--- src/rtl/uart_tx_arbiter.sv ---
// Round-robin arbiter that shares one UART Tx among N_REQ byte sources.
// It captures the granted byte, issues a one-cycle send pulse, then locks out grants for one frame plus the gap.
module uart_tx_arbiter #(
  parameter int N_REQ        = 4,
  parameter int CLKS_PER_BIT = 4,
  parameter int FRAME_BITS   = 10,
  parameter int GAP_CYCLES   = 2
) (
  input  logic                     clk,
  input  logic                     rst,
  input  logic [N_REQ-1:0]         req,
  input  logic [8*N_REQ-1:0]       req_data,
  output logic [N_REQ-1:0]         ack,
  output logic                     send,
  output logic [7:0]               data,
  output logic                     busy,
  output logic [$clog2(N_REQ)-1:0] grant_id
);
  localparam int GW        = $clog2(N_REQ);
  localparam int FRAME_CYC = CLKS_PER_BIT * FRAME_BITS;
  localparam int CNT_MAX   = (FRAME_CYC > GAP_CYCLES) ? FRAME_CYC : GAP_CYCLES;
  localparam int CW        = $clog2(CNT_MAX + 1);
  localparam logic [CW-1:0] FRAME_LOAD = CW'(FRAME_CYC - 1);
  localparam logic [CW-1:0] GAP_LOAD   = CW'(GAP_CYCLES - 1);

  typedef enum logic [1:0] {IDLE, FRAME, GAP} state_t;

  state_t                  state_q, state_d;
  logic [CW-1:0]           cnt_q, cnt_d;
  logic [N_REQ-1:0]        ack_d;
  logic                    send_d;
  logic [7:0]              data_d;
  logic [GW-1:0]           gid_d, win, cand;
  logic [N_REQ-1:0][7:0]   bytes;

  assign bytes = req_data;

  // Scan downward from the farthest offset so the nearest requester after grant_id wins last.
  always_comb begin
    win  = grant_id;
    cand = '0;
    for (int k = N_REQ; k >= 1; k--) begin
      cand = GW'((int'(grant_id) + k) % N_REQ);
      if (req[cand]) win = cand;
    end
  end

  always_comb begin
    state_d = state_q;
    cnt_d   = cnt_q;
    send_d  = 1'b0;
    ack_d   = '0;
    data_d  = data;
    gid_d   = grant_id;
    case (state_q)
      IDLE: begin
        if (|req) begin
          state_d    = FRAME;
          cnt_d      = FRAME_LOAD;
          send_d     = 1'b1;
          ack_d[win] = 1'b1;
          data_d     = bytes[win];
          gid_d      = win;
        end
      end
      FRAME: begin
        if (cnt_q == '0) begin
          if (GAP_CYCLES == 0) begin
            state_d = IDLE;
            cnt_d   = '0;
          end else begin
            state_d = GAP;
            cnt_d   = GAP_LOAD;
          end
        end else begin
          cnt_d = cnt_q - 1'b1;
        end
      end
      GAP: begin
        if (cnt_q == '0) state_d = IDLE;
        else             cnt_d   = cnt_q - 1'b1;
      end
      default: begin
        state_d = IDLE;
        cnt_d   = '0;
      end
    endcase
  end

  always_ff @(posedge clk or negedge rst) begin
    if (!rst) begin
      state_q  <= IDLE;
      cnt_q    <= '0;
      send     <= 1'b0;
      ack      <= '0;
      data     <= 8'h00;
      busy     <= 1'b0;
      grant_id <= GW'(N_REQ - 1);
    end else begin
      state_q  <= state_d;
      cnt_q    <= cnt_d;
      send     <= send_d;
      ack      <= ack_d;
      data     <= data_d;
      busy     <= (state_d != IDLE);
      grant_id <= gid_d;
    end
  end
endmodule

--- config.mk ---
export PLATFORM = sky130hd
export DESIGN_NAME = uart_tx_arbiter
export DESIGN_NICKNAME = d
export VERILOG_FILES = /design/src/rtl/uart_tx_arbiter.sv
export SDC_FILE = /design/constraint.sdc
export NUM_CORES = 1
export LEC_CHECK = 0
export CAP_MARGIN = 20
export CELL_PAD_IN_SITES_DETAIL_PLACEMENT = 1
export CELL_PAD_IN_SITES_GLOBAL_PLACEMENT = 1
export CORE_UTILIZATION = 33
export CTS_BUF_LIST = sky130_fd_sc_hd__clkbuf_8
export CTS_CLUSTER_SIZE = 28
export DETAILED_ROUTE_END_ITERATION = 6
export PLACE_DENSITY = 0.8
export SYNTH_ARGS = -nofsm -noshare
export SYNTH_HDL_FRONTEND = slang
export SYNTH_SLANG_ARGS = --single-unit
--- constraint.sdc ---
create_clock -name clk -period 2.6 [get_ports clk]
set_clock_uncertainty 0.1 [all_clocks]
set_input_delay 0.52 -clock clk [delete_from_list [all_inputs] [get_ports clk]]
set_output_delay 0.52 -clock clk [all_outputs]
set_load 0.02 [all_outputs]
# Word-level counts from Yosys, hierarchy flattened
# Index checks and enable logic that the tools add are counted.
[totals] reg_bits=24 out_inout_bits=16
[classes] addsub=5 order_cmp=6 eq_ne=4 muxes=28 n_reduce_logical=7
[ops] cell="$mux W6" n=3
[ops] cell="$pmux W6 S3" n=1
[ops] cell="$bmux W8 S2" n=1
[ops] cell="$lt A2 B3 Y1 const B" n=5
[ops] cell="$mux W2" n=7
[ops] cell="$bmux W1 S2" n=4
[ops] cell="$mux W4" n=2
[ops] cell="$mux W8" n=1
[ops] cell="$mux W1" n=7
[ops] cell="$logic_not A6 Y1" n=1
[ops] cell="$pmux W2 S3" n=1
[ops] cell="$sub A6 B1 Y6 const B" n=1
[ops] cell="$add A2 B1 Y2 const B" n=2
[ops] cell="$add A2 B2 Y2 const B" n=2
[ops] cell="$ne A2 B2 Y1 const B" n=2
[ops] cell="$reduce_and A2 Y1" n=2
[ops] cell="$reduce_or A4 Y1" n=1
[ops] cell="$demux W1 S2" n=1
[ops] cell="$eq A2 B1 Y1 const B" n=1
[ops] cell="$eq A2 B2 Y1 const B" n=1
[ops] cell="$ge A2 B1 Y1 const B" n=1
[ops] cell="$logic_not A2 Y1" n=1
[ops] cell="$reduce_bool A2 Y1" n=1
[ops] cell="$logic_and A1 B1 Y1" n=1

# Depth between registers and ports, before layout
# Gate-level depths: netlist of the first run.
[logic_depth] ltp_word=13 ltp_mapped=8 ltp_nobuf=7

# Worst setup path before layout of the first run
# OpenSTA, ideal clock, no wires.
[synth_timing] path_kind="register to register" start="register grant_id[1]" end="register data[0]" setup_time_ps=132 arrival_ps=1852 slack_ps=516 path_stages_with_launch=7 path_buffers=2 period_less_slack_ps=2084 cell_sequence="dfstp_2 -> buf_6 -> mux2_4 -> a222oi_1 -> buf_4 -> mux2i_1 -> o221ai_2"
[synth_between] elab_chain_len=9
[synth_lines] item="start, declared" line_no="17" text="output logic [$clog2(N_REQ)-1:0] grant_id"
[synth_lines] item="start signal, assigned" line_no="98" text="grant_id <= GW'(N_REQ - 1);"
[synth_lines] item="start signal, assigned" line_no="106" text="grant_id <= gid_d;"
[synth_lines] item="$add A2 B1 Y2" line_no="43" text="cand = GW'((int'(grant_id) + k) % N_REQ);"
[synth_lines] item="$bmux W1 S2" line_no="44" text="if (req[cand]) win = cand;"
[synth_lines] item="$mux W1 (implied by the code)" line_no="44"
[synth_lines] item="$mux W2 (3 in series)" line_no="44"
[synth_lines] item="$mux W2 *" line_no="44"
[synth_lines] item="$bmux W8 S2 *" line_no="62" text="data_d = bytes[win];"
[synth_lines] item="$mux W8 (implied by the code) *" line_no="62"
[synth_lines] item="end signal, assigned" line_no="104" text="data <= data_d;"
[synth_lines] item="end, declared" line_no="15" text="output logic [7:0] data,"
# Every way passes the cells marked *; elsewhere a longest branch is shown, timed or not. The select of a mux whose other input is x is not followed.
# A chain may end at the register's enable or synchronous reset.

# Worst setup path in the final report of the first run
[layout_timing] start="input port req[2]" end="register data[7]"
[layout_between] elab_chain_len=8
[layout_lines] item="start, declared" line_no="11" text="input logic [N_REQ-1:0] req,"
[layout_lines] item="$bmux W1 S2" line_no="44"
[layout_lines] item="$mux W1 (implied by the code)" line_no="44"
[layout_lines] item="$mux W2 (4 in series)" line_no="44"
[layout_lines] item="$bmux W8 S2" line_no="62"
[layout_lines] item="$mux W8 (implied by the code)" line_no="62"
# Parallel ways exist; a longest one is shown, timed or not. The select of a mux whose other input is x is not followed.

==> results of run 1 <==
-- final cells by class --
class | count | area share
Timing Repair Buffer | 59 | 0.291
Clock buffer | 3 | 0.0200
Inverter | 6 | 0.0109
Tap cell | 50 | 0.0303
Multi-Input combinational cell | 98 | 0.342
Sequential cell | 24 | 0.292
Clock inverter | 1 | 0.0145
-- through the flow --
stage                     cell area (um^2)  setup TNS (ns)
after floorplan                       1390               0
after global placement                1990               0
after detailed placement              1990          -0.296
after CTS                             2070               0
after global routing                  2070               0
final                                 2070               0
-- worst reg2reg max path: stages, from the launching register on --
cell and delay (ns):
dfstp_2 0.63, mux2_4 0.32, a222oi_1 0.32, buf_4 0.39, mux2i_1 0.32, o221ai_2 0.13
-- layer usage --
layer  up-vias  part of all wire
met4         0             0.025
met5         -                 0
met2        49              0.53
met1       623              0.40
li1        608                 -
met3         8             0.049
-- path summary, 6_finish.rpt --
check                            start     endpoint  slack (ns)  cells after the start
max reg2reg                grant_id[1]      data[7]        0.28                      5
min                        grant_id[0]  grant_id[0]        0.39                      2
max in group asynchronous          rst      data[1]        1.32                      2
min reg2reg                grant_id[0]  grant_id[0]        0.39                      2
min in group asynchronous          rst     cnt_q[4]        0.48                      1
max                             req[2]      data[7]        0.17                      6
-- report_power, final --
part | internal, mW | switching [mW] | total [mW]
Combinational | 0.547 | 0.566 | 1.11
Sequential | 0.530 | 0.150 | 0.680
Clock | 0.206 | 0.125 | 0.330
-- cells by family after synthesis --
logic type	Yosys count	synth area share
flip-flops	24	0.434
adder cells (fa/ha/maj)	1	0.00900
multiplexers	18	0.133
AO/OA/AOI/OAI	33	0.195
buffers and inverters	15	0.0585
AND/OR/NAND/NOR	46	0.170
-- state kept, by name, summed over array words and instances, names as in the netlist --
signal,flops
grant_id,2
send,1
data,8
state_q,2
busy,1
cnt_q,6
ack,4
-- cells in the final DEF (no fill, tap or decap), types with 4 or more instances in the layout --
| cell | n |
|---|---|
| clkdlybuf4s50_1 | 53 |
| dfrtp_1 | 22 |
| nand2_1 | 18 |
| mux2i_1 | 17 |
| nor2_1 | 9 |
| o221ai_2 | 8 |
| a21oi_1 | 7 |
| o21ai_0 | 6 |
| inv_1 | 4 |
| nand2b_1 | 4 |
| buf_4 | 4 |
==> impl_metrics.py, run 1 <==
metrics = {
    "outcome": {
        "outcome": "complete, no violations",
    },
    "setup_path": {
        "critPathBufInv": 2,
        "max_stage_delay_ns": 0.55,
        "crit_path_max_fanout": 20,
        "startpoint_type": "input port",
        "crit_slowest_cell": "clkdlybuf4s50_1",
        "cp_top_family": "buffers and inverters",
        "crit_chain": "clkdlybuf4s50_1 > o21ai_0 > a222oi_1 > buf_4 > mux2i_1 > o221ai_2",
        "crit_path_end_kind": "flop",
        "path_class": "input port to flop",
        "critPathArrivalTime_ns": 2.48,
        "critPathRequiredTime_ns": 2.65,
    },
    "synthesis": {
        "synth_most_common_cell": "dfrtp_1",
        "yosysWarnings": 0,
        "synthCells": 137,
        "synth_top_area_share": 0.396,
        "synthFlopType": "dfrtp_1",
        "synth_commonest_cells": "22 x dfrtp_1, 18 x nand2_1, 17 x mux2i_1",
        "synth_seq_cells": 24,
        "syn_area_per_cell_um2": 10.1,
        "ys_types": 36,
        "synth_edf_count": 0,
        "synth.area.top_cells": "dfrtp_1 40%, mux2i_1 12%, o221ai_2 8.6%",
        "synthArstFlopShare": 1.00,
        "synth.net_count": 176,
        "synth_area_um2": 1390,
        "yosysTopAreaCell": "dfrtp_1",
        "seq_area_frac_synth": 0.434,
    },
    "job": {
        "cap_violations": 0,
    },
    "power": {
        "power_mw": 2.12,
        "power_leakage_nw": 0.869,
        "ir_worst_vdd_mv": 0.441,
        "power.density_nw_per_um2": 1030,
    },
    "detailed_routing": {
        "antenna_left": 0,
        "first_pass_iters": 4,
        "drcViolationCount": 0,
        "routed_wl_mm": 4.00,
        "vias": 1288,
        "routed_via_density": 5.34,
        "dr.first_iter.drc_count": 28,
        "wl_per_cell_um": 16.6,
    },
    "final_layout": {
        "ff_latch_area_um2": 603,
        "nets": 231,
        "n_fill_cell": 469,
        "final_core_util": 0.513,
        "diodes": 0,
        "drive_gt1_frac": 0.131,
        "syn2layout_area_growth_pct": 48.6,
        "multiInputGateArea_um2": 706,
        "fin_cells": 241,
    },
    "die": {
        "fp.dieW_um": 66.9,
        "initial_core_util": 0.345,
        "die-area_um2": 4480,
        "core_area_um2": 4030,
        "io_pins": 54,
        "rows": 23,
        "die-height_um": 66.9,
    },
    "timing": {
        "worst_pin_slew_ns": 0.507,
        "rsz0062_at_grt": "false",
        "finalHoldViolations": 0,
        "slew_viol_final": 0,
        "min_period_ns": 2.43,
        "slew_headroom": 0.661,
        "final-setup-viol-count": 0,
        "fmax_mhz": 412,
        "holdWs_ns": 0.389,
        "fin_crit_sh": 0.934,
        "layout_setup_ws_ns": 0.171,
    },
    "clock_network": {
        "cts_tree": "done",
        "cts-hold-fix-buffers": 0,
        "root_buffer": "clkbuf_8",
        "cts_sinks": 24,
        "clk_latency_ns": 0.26,
        "cts_max_path_buffers": 2,
        "clk_pin_slew_worst_paths_ns": 0.09,
        "post-cts-setup-buffers": 0,
        "cts_buffers": 3,
        "htreeDepth": 1,
        "post_cts_resized": 0,
    },
    "global_routing": {
        "grt_pass1_wl_mm": 6.71,
        "track_usage": 0.203,
        "top_usage_layer": "met2",
        "grt.overflow.total": 0,
        "first_global_vias": 1456,
        "met1_usage": 0.225,
        "grt_antenna_before_repair": 0,
        "use_met2": 0.374,
        "use_met3": 0.0411,
        "grt_max_degree": 21,
    },
    "min_path": {
        "hold_path.class": "flop to flop",
    },
    "placed_design": {
        "pre_cts_ws_ns": -0.0646,
        "place_congestion": 0.790,
        "dp.cells": 237,
        "place_hpwl_mm": 3.17,
        "io_buffers": 53,
    },
}
Power figures use the tool's default switching activity.
==> inputs of run 2 (changes only) <==
Settings changed: ABC_CLOCK_PERIOD_IN_PS set to 2600.
==> results of run 2 <==
Final layout, timing and power as in run 1 (identical DEF).
==> inputs of run 3 (changes only) <==
Settings changed: ABC_CLOCK_PERIOD_IN_PS 2600 to 2000, CORE_UTILIZATION 33 to 30, MAX_ROUTING_LAYER set to met4, PLACE_DENSITY 0.8 to 0.77.
Clock period 2.6 ns to 2 ns, I/O delays scaled along.
==> impl_metrics.py, run 3 (synthesis gave the netlist of run 1 again) <==
metrics = {
    "outcome": {
        "outcome": "complete, but fails checks",
        "violations": "setup timing",
    },
    "setup_path": {
        "path_class": "flop to flop",
        "max_stage_delay_ns": 0.56,
        "critPathRequiredTime_ns": 2.05,
        "r2r_start": "grant_id[1]",
        "crit_path_end_kind": "flop",
        "crit_chain": "mux2_4 > a222oi_1 > buf_4 > clkbuf_16 > mux2i_1 > o221ai_2",
        "rrSetupSlack_ns": -0.13,
        "crit_path_max_fanout": 4,
        "reg2reg_to": "data[3]",
        "crit_slowest_cell": "dfstp_2",
        "critPathArrivalTime_ns": 2.18,
        "startpoint_type": "flop",
        "reg2regPathDepth": 6,
    },
    "timing": {
        "slew_viol_final": 0,
        "min_period_ns": 2.13,
        "fmax_mhz": 470,
        "worst_pin_slew_ns": 0.420,
        "final-setup-viol-count": 9,
        "rsz0062_at_grt": "true",
        "layout_setup_ws_ns": -0.129,
        "finalHoldViolations": 0,
        "fin_crit_sh": 1.06,
        "slew_headroom": 0.720,
    },
    "detailed_routing": {
        "drcViolationCount": 0,
        "antenna_left": 0,
        "routed_via_density": 5.25,
        "routed_wl_mm": 5.12,
        "first_pass_iters": 4,
        "vias": 1401,
        "wl_per_cell_um": 19.2,
        "dr.first_iter.drc_count": 46,
    },
    "clock_network": {
        "cts_max_path_buffers": 2,
        "cts_sinks": 24,
        "cts_buffers": 3,
        "clk_pin_slew_worst_paths_ns": 0.09,
        "cts_tree": "done",
        "root_buffer": "clkbuf_8",
        "clk_latency_ns": 0.26,
        "htreeDepth": 1,
    },
    "final_layout": {
        "final_core_util": 0.560,
        "n_fill_cell": 452,
        "ff_latch_area_um2": 603,
        "syn2layout_area_growth_pct": 77.8,
        "layout_commonest_cell": "clkdlybuf4s50_1",
        "multiInputGateArea_um2": 875,
        "reg_top3": "data x8, cnt_q x6, ack x4",
        "mostFrequentLayoutCells": "48 x clkdlybuf4s50_1, 22 x dfrtp_1, 22 x buf_4, 18 x nand2_1",
        "fin_area_um2": 2470,
        "drive_gt1_frac": 0.335,
        "nets": 255,
        "top_register": "data",
        "diodes": 0,
        "largest_reg_flops": 8,
    },
    "global_routing": {
        "grt.overflow.total": 0,
        "grt_max_degree": 25,
        "first_global_vias": 1565,
        "grt_pass1_wl_mm": 7.54,
        "track_usage": 0.203,
        "grt_antenna_before_repair": 0,
    },
    "placed_design": {
        "post_dp_cell_area_um2": 2070,
        "place_hpwl_mm": 3.13,
        "io_buffers": 53,
        "place_congestion": 0.772,
    },
    "die": {
        "core_area_um2": 4410,
        "fp.dieW_um": 70.1,
        "io_pins": 54,
        "initial_core_util": 0.315,
        "die-height_um": 70.1,
        "die-area_um2": 4910,
        "rows": 24,
    },
    "job": {
        "cap_violations": 0,
    },
    "power": {
        "power_leakage_nw": 1.00,
        "ir_worst_vdd_mv": 0.576,
        "power.density_nw_per_um2": 1380,
    },
    "min_path": {
        "hold_path.class": "input port to asynchronous set/reset pin",
    },
}
## run 3: changes by cell type in the layout (fill, tap and decap cells not counted), moves of 2 or more
cell	previous run	this run
mux2i_4	0	8
dlygate4sd2_1	0	5
buf_4	4	22
inv_1	4	2
clkdlybuf4s50_1	53	48
mux2i_1	17	2
mux2i_2	0	7
buf_12	2	4
nor2_1	9	7
## run 3: critical path, delay by kind of cell (launching register included)
family / cells / cell delay [ns]
buffers and inverters: 2 / 0.43
muxes: 2 / 0.53
DFF: 1 / 0.56
AOI/OAI and AO/OA: 2 / 0.38
## run 3: timing repair
item / in CTS / in global routing
setup endpoints to repair: 14 / 12
resized for setup: 30 / 24
hold buffers: 0 / 0
pin swaps: 6 / 10
cloned: 2 / 1
buffers inserted: 6 / 5
## run 3: worst max path at each step
stage / to / from / slack, ns / depth (start not counted)
2_1_floorplan: data[0] / grant_id[1] / -0.08 / 6
3_3_place_gp: data[2] / req[1] / -0.35 / 6
3_5_place_dp: data[1] / req[1] / -0.49 / 7
4_1_cts: data[3] / grant_id[1] / -0.02 / 6
5_1_grt: data[3] / grant_id[1] / -0.23 / 6
6_report: data[3] / grant_id[1] / -0.13 / 6
## run 3: where the power goes
group | internal (mW) | total [mW] | switching [mW]
logic | 1.19 | 2.19 | 1.00
clock network | 0.176 | 0.336 | 0.160
registers | 0.689 | 0.881 | 0.192
total | 2.05 | 3.41 | 1.35
## run 3: per-layer routing
metal | global-route usage | share of wire
met1 | 0.239 | 0.40
met2 | 0.357 | 0.54
met3 | 0.0346 | 0.043
met4 | 0.0556 | 0.021
met5 | - | 0
## run 3: cell type report
cell class	instances	share of cell area
clock buffer	4	0.0223
inverter	6	0.0101
multi-input combinational	98	0.354
sequential	24	0.244
tap	52	0.0263
timing repair buffer	83	0.343
## run 3: stage by stage
stage | hold WS [ns] | power [mW] | instances | setup WS (ns) | setup TNS (ns)
floorplan | 0.00441 | 1.80 | 137 | -0.0843 | -0.573
global placement | 0.370 | 2.33 | 249 | -0.353 | -4.42
detailed placement | 0.383 | 2.43 | 249 | -0.488 | -5.90
CTS | 0.401 | 3.08 | 261 | -0.0219 | -0.0898
global route | 0.407 | 3.61 | 267 | -0.226 | -1.71
finish | 0.393 | 3.41 | 267 | -0.129 | -0.851
